===== config.mk =====
export PLATFORM = sky130hd
export DESIGN_NAME = tachometer_pulse_gen_flat
export DESIGN_NICKNAME = d
export VERILOG_FILES = /design/src/rtl/tachometer_pulse_gen_if.sv /design/src/rtl/tachometer_pulse_gen.sv /design/src/flat_wrapper.sv
export SDC_FILE = /design/constraint.sdc
export NUM_CORES = 1
export LEC_CHECK = 0
export CORE_ASPECT_RATIO = 2
export CORE_UTILIZATION = 25
export CTS_CLUSTER_DIAMETER = 60
export CTS_CLUSTER_SIZE = 12
export DETAILED_ROUTE_END_ITERATION = 10
export PLACE_DENSITY = 0.52
export SLEW_MARGIN = 20
export SYNTH_ARGS = -nofsm -noshare
export SYNTH_HDL_FRONTEND = slang
export SYNTH_SLANG_ARGS = --single-unit

===== constraint.sdc =====
create_clock -name clk_in -period 3.8 [get_ports clk_in]
set_clock_uncertainty 0.1 [all_clocks]
set_input_delay 1.14 -clock clk_in [delete_from_list [all_inputs] [get_ports clk_in]]
set_output_delay 1.14 -clock clk_in [all_outputs]
set_load 0.02 [all_outputs]

===== src/rtl/tachometer_pulse_gen_if.sv =====
// Tachometer emulator signal bundle.
//   master : pulse consumer / controller side (drives enable and rpm,
//            observes the pulse train and status).
//   slave  : tachometer_pulse_gen side.
// Signals:
//   enable_in            request pulse generation
//   rpm_in               commanded speed, unsigned RPM
//   tachometer_pulse_out registered tach square wave
//   pulse_count_out      rising edges emitted since reset (wraps)
//   active_out           generator is in LOW or HIGH
interface tachometer_pulse_gen_if #(
  parameter int RPM_WIDTH = 10
);
  logic                 enable_in;
  logic [RPM_WIDTH-1:0] rpm_in;
  logic                 tachometer_pulse_out;
  logic [15:0]          pulse_count_out;
  logic                 active_out;

  modport master (
    output enable_in, rpm_in,
    input  tachometer_pulse_out, pulse_count_out, active_out
  );

  modport slave (
    input  enable_in, rpm_in,
    output tachometer_pulse_out, pulse_count_out, active_out
  );
endinterface


===== src/rtl/tachometer_pulse_gen.sv =====
// Tachometer emulator: turns a commanded RPM into a square wave at
// PULSES_PER_REV pulses per revolution, timed by the shared clk_en tick.
// A phase accumulator adds rpm*PULSES_PER_REV every tick and toggles the
// output each time it crosses HALF = TICK_HZ*30, so the long-run average
// frequency is exact without any divider.
// Ports:
//   clk_in    system clock
//   reset_in  asynchronous active-low reset
//   clk_en    single-cycle timebase tick; state only moves on ticks
//   tach_if   slave side of tachometer_pulse_gen_if (enable/rpm in,
//             pulse/count/active out, all outputs registered)
module tachometer_pulse_gen #(
  parameter int PULSES_PER_REV = 20,
  parameter int TICK_HZ        = 10000,
  parameter int RPM_WIDTH      = 10,
  // Must hold HALF + largest step without overflow.
  parameter int ACC_WIDTH      = 20
) (
  input  logic                   clk_in,
  input  logic                   reset_in,
  input  logic                   clk_en,
  tachometer_pulse_gen_if.slave  tach_if
);

  localparam logic [ACC_WIDTH-1:0] HALF = ACC_WIDTH'(TICK_HZ * 30);

  typedef enum logic [1:0] {
    ST_IDLE = 2'd0,
    ST_LOW  = 2'd1,
    ST_HIGH = 2'd2
  } state_t;

  state_t                 state_q, state_d;
  logic [ACC_WIDTH-1:0]   acc_q,   acc_d;
  logic [ACC_WIDTH-1:0]   step_q,  step_d;
  logic                   tach_q,  tach_d;
  logic [15:0]            cnt_q,   cnt_d;
  logic                   active_q, active_d;

  logic [RPM_WIDTH-1:0]   rpm_s;
  logic [ACC_WIDTH-1:0]   rpm_step;
  logic [ACC_WIDTH-1:0]   sum;
  logic                   run_req;

  assign rpm_s    = tach_if.rpm_in;
  assign rpm_step = ACC_WIDTH'(rpm_s) * ACC_WIDTH'(PULSES_PER_REV);
  // A zero speed is treated exactly like a dropped enable.
  assign run_req  = tach_if.enable_in && (rpm_s != '0);
  assign sum      = acc_q + step_q;

  always_comb begin
    state_d  = state_q;
    acc_d    = acc_q;
    step_d   = step_q;
    tach_d   = tach_q;
    cnt_d    = cnt_q;
    if (clk_en) begin
      unique case (state_q)
        ST_IDLE: begin
          // Entry tick only latches the step; accumulation starts next tick.
          acc_d  = '0;
          tach_d = 1'b0;
          if (run_req) begin
            step_d  = rpm_step;
            state_d = ST_LOW;
          end
        end
        ST_LOW: begin
          if (sum >= HALF) begin
            acc_d   = sum - HALF;
            state_d = ST_HIGH;
            tach_d  = 1'b1;
            cnt_d   = cnt_q + 16'd1;
          end else begin
            acc_d = sum;
          end
        end
        ST_HIGH: begin
          if (sum >= HALF) begin
            // Falling edge: the only place inputs are re-sampled, so a
            // HIGH phase is never cut short and no runt pulse can appear.
            tach_d = 1'b0;
            if (run_req) begin
              acc_d   = sum - HALF;
              step_d  = rpm_step;
              state_d = ST_LOW;
            end else begin
              acc_d   = '0;
              step_d  = '0;
              state_d = ST_IDLE;
            end
          end else begin
            acc_d = sum;
          end
        end
        default: begin
          acc_d   = '0;
          step_d  = '0;
          tach_d  = 1'b0;
          state_d = ST_IDLE;
        end
      endcase
    end
    active_d = (state_d != ST_IDLE);
  end

  always_ff @(posedge clk_in or negedge reset_in) begin
    if (!reset_in) begin
      state_q  <= ST_IDLE;
      acc_q    <= '0;
      step_q   <= '0;
      tach_q   <= 1'b0;
      cnt_q    <= '0;
      active_q <= 1'b0;
    end else begin
      state_q  <= state_d;
      acc_q    <= acc_d;
      step_q   <= step_d;
      tach_q   <= tach_d;
      cnt_q    <= cnt_d;
      active_q <= active_d;
    end
  end

  assign tach_if.tachometer_pulse_out = tach_q;
  assign tach_if.pulse_count_out      = cnt_q;
  assign tach_if.active_out           = active_q;

endmodule


===== src/flat_wrapper.sv =====
// flat-port wrapper written by rule: the top's interface ports become plain ports
module tachometer_pulse_gen_flat 
#(
  parameter int PULSES_PER_REV = 20,
  parameter int TICK_HZ        = 10000,
  parameter int RPM_WIDTH      = 10,
                                                    
  parameter int ACC_WIDTH      = 20
)
  (clk_in, reset_in, clk_en, tach_if_enable_in, tach_if_rpm_in, tach_if_tachometer_pulse_out, tach_if_pulse_count_out, tach_if_active_out);
  tachometer_pulse_gen_if #(.RPM_WIDTH(RPM_WIDTH)) tach_if_i ();
  input  logic clk_in;
  input  logic reset_in;
  input  logic clk_en;
  input wire logic [$bits(tach_if_i.enable_in)-1:0] tach_if_enable_in;
  input wire logic [$bits(tach_if_i.rpm_in)-1:0] tach_if_rpm_in;
  output wire logic [$bits(tach_if_i.tachometer_pulse_out)-1:0] tach_if_tachometer_pulse_out;
  output wire logic [$bits(tach_if_i.pulse_count_out)-1:0] tach_if_pulse_count_out;
  output wire logic [$bits(tach_if_i.active_out)-1:0] tach_if_active_out;
  assign tach_if_i.enable_in = tach_if_enable_in;
  assign tach_if_i.rpm_in = tach_if_rpm_in;
  assign tach_if_tachometer_pulse_out = tach_if_i.tachometer_pulse_out;
  assign tach_if_pulse_count_out = tach_if_i.pulse_count_out;
  assign tach_if_active_out = tach_if_i.active_out;
  tachometer_pulse_gen #(.PULSES_PER_REV(PULSES_PER_REV), .TICK_HZ(TICK_HZ), .RPM_WIDTH(RPM_WIDTH), .ACC_WIDTH(ACC_WIDTH)) u_core (.clk_in(clk_in), .reset_in(reset_in), .clk_en(clk_en), .tach_if(tach_if_i));
endmodule

-- Yosys cells after proc, flatten, opt, wreduce, memory -nomap -nowiden
Cells that the tools add are included.
- register bits after elaboration: 60
- input port bits: 14
- output and inout bits: 18
- logic and storage cells: 41
- add/sub/neg operators: 3
- multiply operators: 1
- magnitude comparators: 1
- eq/ne operators: 5
- mux-type cells: 17
- bitwise gates (word level): 1
- reduce and logical (&&, ||, !) cells: 7
- operators with widths (operator ; count):
    2-to-1 mux 20 bit ; 5
    one-hot mux 20 bit (3 select lines) ; 1
    one-hot mux 20 bit (2 select lines) ; 1
    adder 20 bit ; 1
    greater-or-equal comparator 20 x 19 -> 1 bit (second input constant) ; 1
    subtractor 20 x 19 -> 20 bit (second input constant) ; 1
    adder 16 x 1 -> 16 bit (second input constant) ; 1
    2-to-1 mux 15 bit ; 1
    multiplier 10 x 3 -> 13 bit (second input constant) ; 1
    nonzero test 10 bit ; 1
    2-to-1 mux 2 bit ; 4
    != test 2 x 1 -> 1 bit (second input constant) ; 3
    one-hot mux 2 bit (3 select lines) ; 1
    AND reduction 3 bit ; 2
    AND reduction 4 bit ; 1
    2-to-1 mux 1 bit ; 3
    == test 2 x 1 -> 1 bit (second input constant) ; 1
    == test 2 bit (second input constant) ; 1
    logical NOT 2 bit ; 1
    one-hot mux 1 bit (2 select lines) ; 1
    nonzero test 2 bit ; 1
    logical AND 1 bit ; 1
    inverter 1 bit ; 1

-- Depth between registers and ports, before layout
Gate-level depths: netlist of the first run.
- depth in word-level cells: 7
- depth in mapped cells: 13
- depth with buffers taken out: 13

-- Worst setup path after synthesis of the first run
Ideal clock, no wire load.
- path kind: flip-flop to flip-flop
- from: register u_core.step_q[2]
- to: register u_core.step_q[10]
- library setup time: 0.125 ns
- data arrival time: 3.336 ns
- required time: 3.575 ns
- slack: 0.239 ns
- cell stages (with the launch flop): 13
- buffers on the path: 1
- clock period less this slack: 3.561 ns
- path through: dfrtp_1 -> ha_1 -> fa_1 -> a21o_1 -> a221o_2 -> a21o_1 -> xor2_1 -> o21ai_2 -> a31oi_1 -> o21ai_1 -> nand2_1 -> buf_2 -> mux2_2
- word-level cells in the longest chain between the ends: 4
- RTL lines (item ; line ; text):
    from (decl) ; tachometer_pulse_gen.sv:35 ; logic [ACC_WIDTH-1:0] step_q, step_d;
    from (signal assigned) ; tachometer_pulse_gen.sv:118 ; step_q <= step_d;
    adder 20 bit ; tachometer_pulse_gen.sv:49 ; assign sum = acc_q + step_q;
    greater-or-equal comparator 20 x 19 -> 1 bit ; tachometer_pulse_gen.sv:79 ; if (sum >= HALF) begin
    != test 2 x 1 -> 1 bit (no line) ; - ;
    AND reduction 4 bit (no line) ; - ;
Every way passes these cells.
A chain may end at the register's enable or synchronous reset.

-- Worst setup path in the final report of the first run
- from: register u_core.step_q[2]
- to: register u_core.cnt_q[1] (netlist: u_core.tach_if.pulse_count_out[1])
- word-level cells in the longest chain between the ends: 3
- RTL lines (item ; line ; text):
    adder 20 bit ; tachometer_pulse_gen.sv:49 ;
    greater-or-equal comparator 20 x 19 -> 1 bit ; tachometer_pulse_gen.sv:69 ; if (sum >= HALF) begin
    AND reduction 3 bit (no line) ; - ;
    to (signal assigned) ; tachometer_pulse_gen.sv:120 ; cnt_q <= cnt_d;
    to (decl) ; tachometer_pulse_gen.sv:37 ; logic [15:0] cnt_q, cnt_d;
Every way passes these cells.

==> metrics.txt, run 1 <==
largest net degree at the start of global routing=52; Mapped Area=about 4200 µm²; CTS clk-pin slew, worst paths=about 0.08 ns; Inserted Diodes=0; Ys Warns=0; post-layout min period=around 3.7 ns; Post-synth EDFFs=0; sequential-to-total area share from yosys stat=a little under a third; Lkg Pwr=~2.5 nW; FFs w/ async S/R, synth=100%; max_slew headroom=between 50% and 60%; Critical Path End Type=flop; post-synthesis sequential element count=around 50; GP Congestion=between 0.8 and 0.9; Sw Pwr=between 1 and 1.5 mW; CTS Buf Count=5; CP Launch Type=flop; # Max-Cap Violations=0; initial drt markers=132; initial antenna violation count=0; commonest register cell after synthesis=dfrtp_1; Max IR drop VDD=about 0.00022 V; slew of the pin with the lowest slew margin=roughly 0.66 ns; Hold Crit Class=flop to flop; critical path class=flop to flop; Routed WL per cell=around 15 µm; Crit Path Max Fanout=13; clk root buf=clkbuf_16; synth-to-layout area growth=28.6%; GR Overflow Total=0; power density cells=between 500 and 600 nW/µm²; share of layout cells above drive strength 1=between 20% and 30%; Ports=32; DP Worst Slack=-0.439 ns; worst endpoint data arrival time=3.77 ns; total power=about 3.0 mW; final clock period utilization by the worst path=~100%; first-pass GRT wire length=around 18 mm; Max Freq=271 MHz; Sink Count=about 50; Antenna Nets Post-Route=0; clock share of power=16.0%; Seq pwr share=about a quarter; Worst Slack Setup Final=between 0.1 and 0.15 ns; total iterations of the first detailed-routing run=5; CTS H-tree depth=2; Crit path required time=between 3 and 4 ns; Global Route Usage Sum=13.4%; area of the core=between 15,000 and 20,000 µm²; final hold slack=approximately 0.37 ns; Bufs on Longest Clock Path=2; CTS tree=done; Logic pwr share=between 50 and 60%; Skew-Pair Late Insertion Delay=0.30 ns; row cnt=66; vias in the first global route=between 3,000 and 4,000; Final setup violation count=0; Die W=93.5 µm; port buffer count=31; Die Ht=between 150 and 200 µm; DRC violations left=0; Net Count, Synth=around 490; status=finished clean; Final HPWL DP=roughly 8.6 mm; Slew Limit Fails=0; Starting Density=about a quarter; Final nets=581; Internal Power=roughly 1.7 mW; Switching Share=roughly two fifths; Final Hold Viols=0; Via Count=between 3,000 and 4,000; hold buffers post-CTS=0; Mapped Cells=443; Syn Area/Cell=between 9 and 10 µm²; Die ar.=approximately 17,000 µm²; post-synthesis cell type count=70; Core Util, Final=around 33%; Via density=4.99; Post-Route WL=around 11 mm
## timing repair
item | CTS | global route
buffers inserted | 3 | 4
endpoints found under the setup margin | 24 | 30
pin swaps | 1 | 9
hold endpoints to repair | 0 | 0
resized for setup | 3 | 17
## metal layers
metal / routed length [µm] / track usage (%)
met5: 0 / 0
met2: 6290 / 27.4
met4: 263 / 5.11
met3: 220 / 1.81
met1: 4180 / 13.0
## cell usage in the layout, fill, tap and decap left out, drive strengths merged, types with 11 or more instances in the layout
cell,netlist,final
clkdlybuf4s50,0,30
o22ai,14,14
nand2,29,29
xor2,21,21
buf,9,69
nor3,11,11
dfrtp,51,51
nor2,20,20
inv,31,32
xnor2,19,19
nand3,11,11
a21oi,17,17
mux2,15,15
o31ai,12,12
o21ai,18,18
ha,35,35
## synthesized netlist by cell type, types with 3 or more instances
| cell | number | area, µm² |
|---|---|---|
| o21a_1 | 5 | 37.5 |
| clkbuf_1 | 10 | 37.5 |
| nor3b_1 | 4 | 30.0 |
| a21oi_1 | 16 | 80.1 |
| nor2_1 | 20 | 75.1 |
| and3_1 | 9 | 56.3 |
| ha_1 | 35 | 438 |
| nor4_1 | 4 | 25.0 |
| a211oi_1 | 6 | 45.0 |
| and2_1 | 7 | 43.8 |
| a211o_1 | 4 | 35.0 |
| dfrtp_1 | 51 | 1280 |
| nor3_1 | 10 | 50.1 |
| xnor2_1 | 18 | 158 |
| nor2b_1 | 9 | 56.3 |
| buf_2 | 6 | 30.0 |
| o21ai_0 | 15 | 75.1 |
| xor2_1 | 21 | 184 |
| o22ai_1 | 14 | 87.6 |
| mux2_2 | 15 | 169 |
| nor4_2 | 4 | 50.1 |
| nand2_1 | 29 | 109 |
| nand3_1 | 10 | 50.1 |
| nor4b_1 | 6 | 52.6 |
| a21o_1 | 10 | 75.1 |
| and4_1 | 3 | 26.3 |
| inv_1 | 31 | 116 |
| a31oi_1 | 3 | 18.8 |
| o31ai_1 | 10 | 75.1 |
| or3_1 | 3 | 18.8 |
| o32ai_1 | 3 | 26.3 |
| or2_2 | 3 | 18.8 |
## cells by family (layout without fill, tap and decap cells)
group                    after synthesis  count (layout)  share of synthesized area, %
multiplexers                          15              15                          4.04
AO/OA/AOI/OAI                        119             119                          22.2
buffers and inverters                 50             138                          5.02
XOR/XNOR                              40              40                          8.55
flip-flops                            51              51                          30.5
AND/OR/NAND/NOR                      131             131                          18.3
adder cells (fa/ha/maj)               37              37                          11.4
## sequential cells by signal, indices dropped and copies added, names as in the netlist
register,flops
u_core.acc_q,18
u_core.state_q,2
u_core.tach_if.active_out,1
u_core.step_q,13
u_core.tach_if.tachometer_pulse_out,1
u_core.tach_if.pulse_count_out,16
## final cells by class
type | count | area [µm²]
flip-flops and latches | 51 | 1280
repair buffers | 99 | 816
multi-input cells | 342 | 2770
clock inverters | 3 | 27.5
well taps | 204 | 255
clock buffers | 5 | 125
inverters | 31 | 116
fillers | 1734 | 11000
## power by group through the flow
stage / Combinational, mW / Clock (mW) / Sequential [mW]
after floorplan: 1.12 / 0 / 0.758
after global placement: 1.67 / 0 / 0.772
after detailed placement: 1.69 / 0 / 0.775
after CTS: 1.70 / 0.495 / 0.765
after global routing: 1.92 / 0.516 / 0.786
final: 1.74 / 0.476 / 0.763
## worst max-delay path, stage by stage, from the launching register on
cell,delay [ns]
dfrtp_1,0.39
ha_1,0.23
fa_2,0.35
a21o_1,0.21
a221oi_2,0.21
buf_4,0.17
o21ai_2,0.11
o31ai_4,0.30
xnor2_2,0.21
o21ba_4,0.22
buf_4,0.19
or3_4,0.44
nand2_1,0.11
mux2_2,0.34
## through the flow
step                      cell area, µm²  cells  setup TNS [ns]
after floorplan                     4190    443               0
after global routing                5380    735       -0.000131
final                               5380    735               0
after CTS                           5290    731               0
after detailed placement            5110    720           -4.68
after global placement              5110    720           -3.21
## final timing paths
kind | start | endpoint | slack [ns] | cells after the start
worst max-delay path | u_core.step_q[2] | u_core.tach_if.pulse_count_out[1] | 0.11 | 13
worst min-delay path | u_core.tach_if.pulse_count_out[15] | u_core.tach_if.pulse_count_out[15] | 0.37 | 1
worst max register to register | u_core.step_q[2] | u_core.tach_if.pulse_count_out[1] | 0.11 | 13
worst min register to register | u_core.tach_if.pulse_count_out[15] | u_core.tach_if.pulse_count_out[15] | 0.37 | 1
max in group asynchronous | reset_in | u_core.acc_q[17] | 2.30 | 2
min in group asynchronous | reset_in | u_core.tach_if.pulse_count_out[9] | 0.84 | 2
(Power assumes the default switching activity.)
==> run 2: changes to the inputs <==
CORE_UTILIZATION = 35   (was 25)
PLACE_DENSITY = 0.64   (was 0.52)
RECOVER_POWER = 100   (was unset)
==> metrics.txt, run 2 (synthesis gave the netlist of run 1 again) <==
placed cell area=5040 µm² (-1.3%); Final setup violation count=0 (unchanged); CTS clk-pin slew, worst paths=0.08 ns (about the same); largest register by flop count=u_core.acc_q; GP Congestion=0.913 (+14%); DRC violations left=0 (unchanged); Critical Path End Type=flop; first-pass GRT wire length=17.7 mm (-2.9%); DP Worst Slack=-0.411 ns (+0.0278 ns); most common cell after layout, fill and taps aside=buf_4; max_slew headroom=12.3% (-44 points); Seq pwr share=25.7% (about the same); vias in the first global route=3,921 (+3.6%); Inserted Diodes=0 (unchanged); Final HPWL DP=8.57 mm (-0.58%); Crit path required time=3.90 ns (+0.02 ns); WL met1=3.70 mm (-11%); Skew-Pair Late Insertion Delay=0.31 ns (about the same); Post-Route WL=10.8 mm (-1.1%); Worst Slack Setup Final=0.0961 ns (-0.0109 ns); Final Hold Viols=0 (unchanged); Sink Count=51 (unchanged); Final nets=584 (+0.52%); total power=2.95 mW (-0.89%); slew of the pin with the lowest slew margin=1.32 ns (+0.660 ns); share of layout cells above drive strength 1=22.3% (-2.2 points); Switching Share=41.7% (+0.058 points); Global Route Usage Sum=18.4% (+5.0 points); non-filler cells, final=679 (-7.6%); Critical path buffers and inverters=3 (+1); largest net degree at the start of global routing=30 (-42%); DR top layer=met4; Die W=79.3 µm (-15%); Die Ht=157 µm (-15%); post-layout min period=3.70 ns (+0.0109 ns); Inst Count DP=660 (-8.3%); CTS H-tree depth=2 (unchanged); Via density=5.56 (+11%); power density cells=561 nW/µm² (+1.3%); Slew Limit Fails=0 (unchanged); port buffer count=31 (unchanged); delay-heaviest family, CP=compound AO/OA/AOI/OAI gates; RSZ-0062 raised after global routing=no; final clock period utilization by the worst path=97.5% (+0.29 points); most frequent cells in the layout=buf_4, dfrtp_1, ha_1; Sw Pwr=1.23 mW (-0.75%); # Max-Cap Violations=0 (unchanged); Via Count=3,774 (+3.0%); hold buffers post-CTS=0 (unchanged); Starting Density=35.8% (+10 points); Antenna Nets Post-Route=0 (unchanged); slowest stage delay, CP=0.39 ns (-0.05 ns); setup tns final=0 ns (unchanged); worst endpoint data arrival time=3.81 ns (+0.04 ns); row cnt=56 (-15%); Die ar.=12,400 µm² (-28%); CTS Buf Count=5 (unchanged); Logic pwr share=58.1% (-0.3 points); area of the core=11,700 µm² (-28%); initial antenna violation count=0 (unchanged); Routed met3 length=256 µm (+16%); CTS tree=done; critical path class=flop to flop; post-route cell area=5270 µm² (-2.2%); Ports=32 (unchanged); Lkg Pwr=2.56 nW (+1.7%); critical path's most frequent cell=clkbuf_1; crit path cell chain=ha_2 -> fa_2 -> a21o_1 -> a221oi_2 -> buf_4 -> o21ai_2 -> o31ai_4 -> xnor2_2 -> o21ba_4 -> clkbuf_1 -> nor3_4 -> clkbuf_1 -> mux2_2 -> a31o_2; clock share of power=16.2% (+0.2 points); initial drt markers=198 (+50%); clk root buf=clkbuf_16; Hold Crit Class=flop to flop; Routed WL per cell=16.0 µm (+7.1%); Bufs on Longest Clock Path=2 (unchanged); total iterations of the first detailed-routing run=4 (-1); synth-to-layout area growth=25.8%; Core Util, Final=45.0% (+12 points); Largest register FFs=18 (unchanged); Max IR drop VDD=0.000290 V (+31%); final hold slack=0.388 ns (+0.0146 ns); status=finished clean; Crit-path slowest cell=dfrtp_1; Max Freq=270 MHz (-0.29%); CP Launch Type=flop; Internal Power=1.72 mW (-0.99%); Crit Path Max Fanout=3 (-10); met2 WL post-DR=6.28 mm (-0.17%); GR Overflow Total=0 (unchanged)
run 2: cell count changes in the layout (fill, tap and decap cells not counted), sizes merged:
cell / before / now
dlygate4sd3: 0 / 18
clkdlybuf4s50: 30 / 12
inv: 32 / 33
clkinv: 1 / 0
clkbuf: 5 / 15
buf: 69 / 62
run 2: timing repair:
item / CTS / global route
setup endpoints to repair: 22 / 29
gates cloned: 0 / 0
pin swaps: 2 / 11
setup buffers: 5 / 6
hold endpoints to repair: 0 / 0
gates resized for setup: 5 / 9
run 2: worst register-to-register path, cell delays in order, from the launching register on:
cell,delay (ns)
dfrtp_1,0.39
ha_2,0.20
fa_2,0.35
a21o_1,0.19
a221oi_2,0.26
buf_4,0.18
o21ai_2,0.11
o31ai_4,0.31
xnor2_2,0.18
o21ba_4,0.19
clkbuf_1,0.12
nor3_4,0.23
clkbuf_1,0.19
mux2_2,0.35
a31o_2,0.24
run 2: routing by layer:
layer | global-route usage [%] | vias up
met5 | 0 | -
met4 | 11.9 | 0
met3 | 2.22 | 37
met2 | 37.3 | 85
met1 | 16.0 | 1835
li1 | - | 1817
run 2: final timing paths:
kind	start	end	slack [ns]	cells past startpoint
min	u_core.tach_if.pulse_count_out[4]	u_core.tach_if.pulse_count_out[4]	0.39	1
max	u_core.step_q[2]	u_core.acc_q[6]	0.1	14
max in group asynchronous	reset_in	u_core.step_q[10]	1.21	2
min reg2reg	u_core.tach_if.pulse_count_out[4]	u_core.tach_if.pulse_count_out[4]	0.39	1
min in group asynchronous	reset_in	u_core.tach_if.pulse_count_out[8]	1.00	1
max reg2reg	u_core.step_q[2]	u_core.acc_q[6]	0.1	14
run 2: area by class of cell:
cell class	count	area, µm²
fill	1129	6430
multi-input combinational	342	2710
sequential	51	1280
timing repair buffer	102	830
tap	145	181
clock buffer	5	125
inverter	31	116
clock inverter	3	27.5
run 2: power groups by stage:
stage	Sequential, mW	Combinational, mW	Clock [mW]
after floorplan	0.758	1.12	0
after global placement	0.766	1.65	0
after detailed placement	0.771	1.70	0
after CTS	0.761	1.72	0.491
after global routing	0.777	1.88	0.506
final	0.760	1.72	0.479
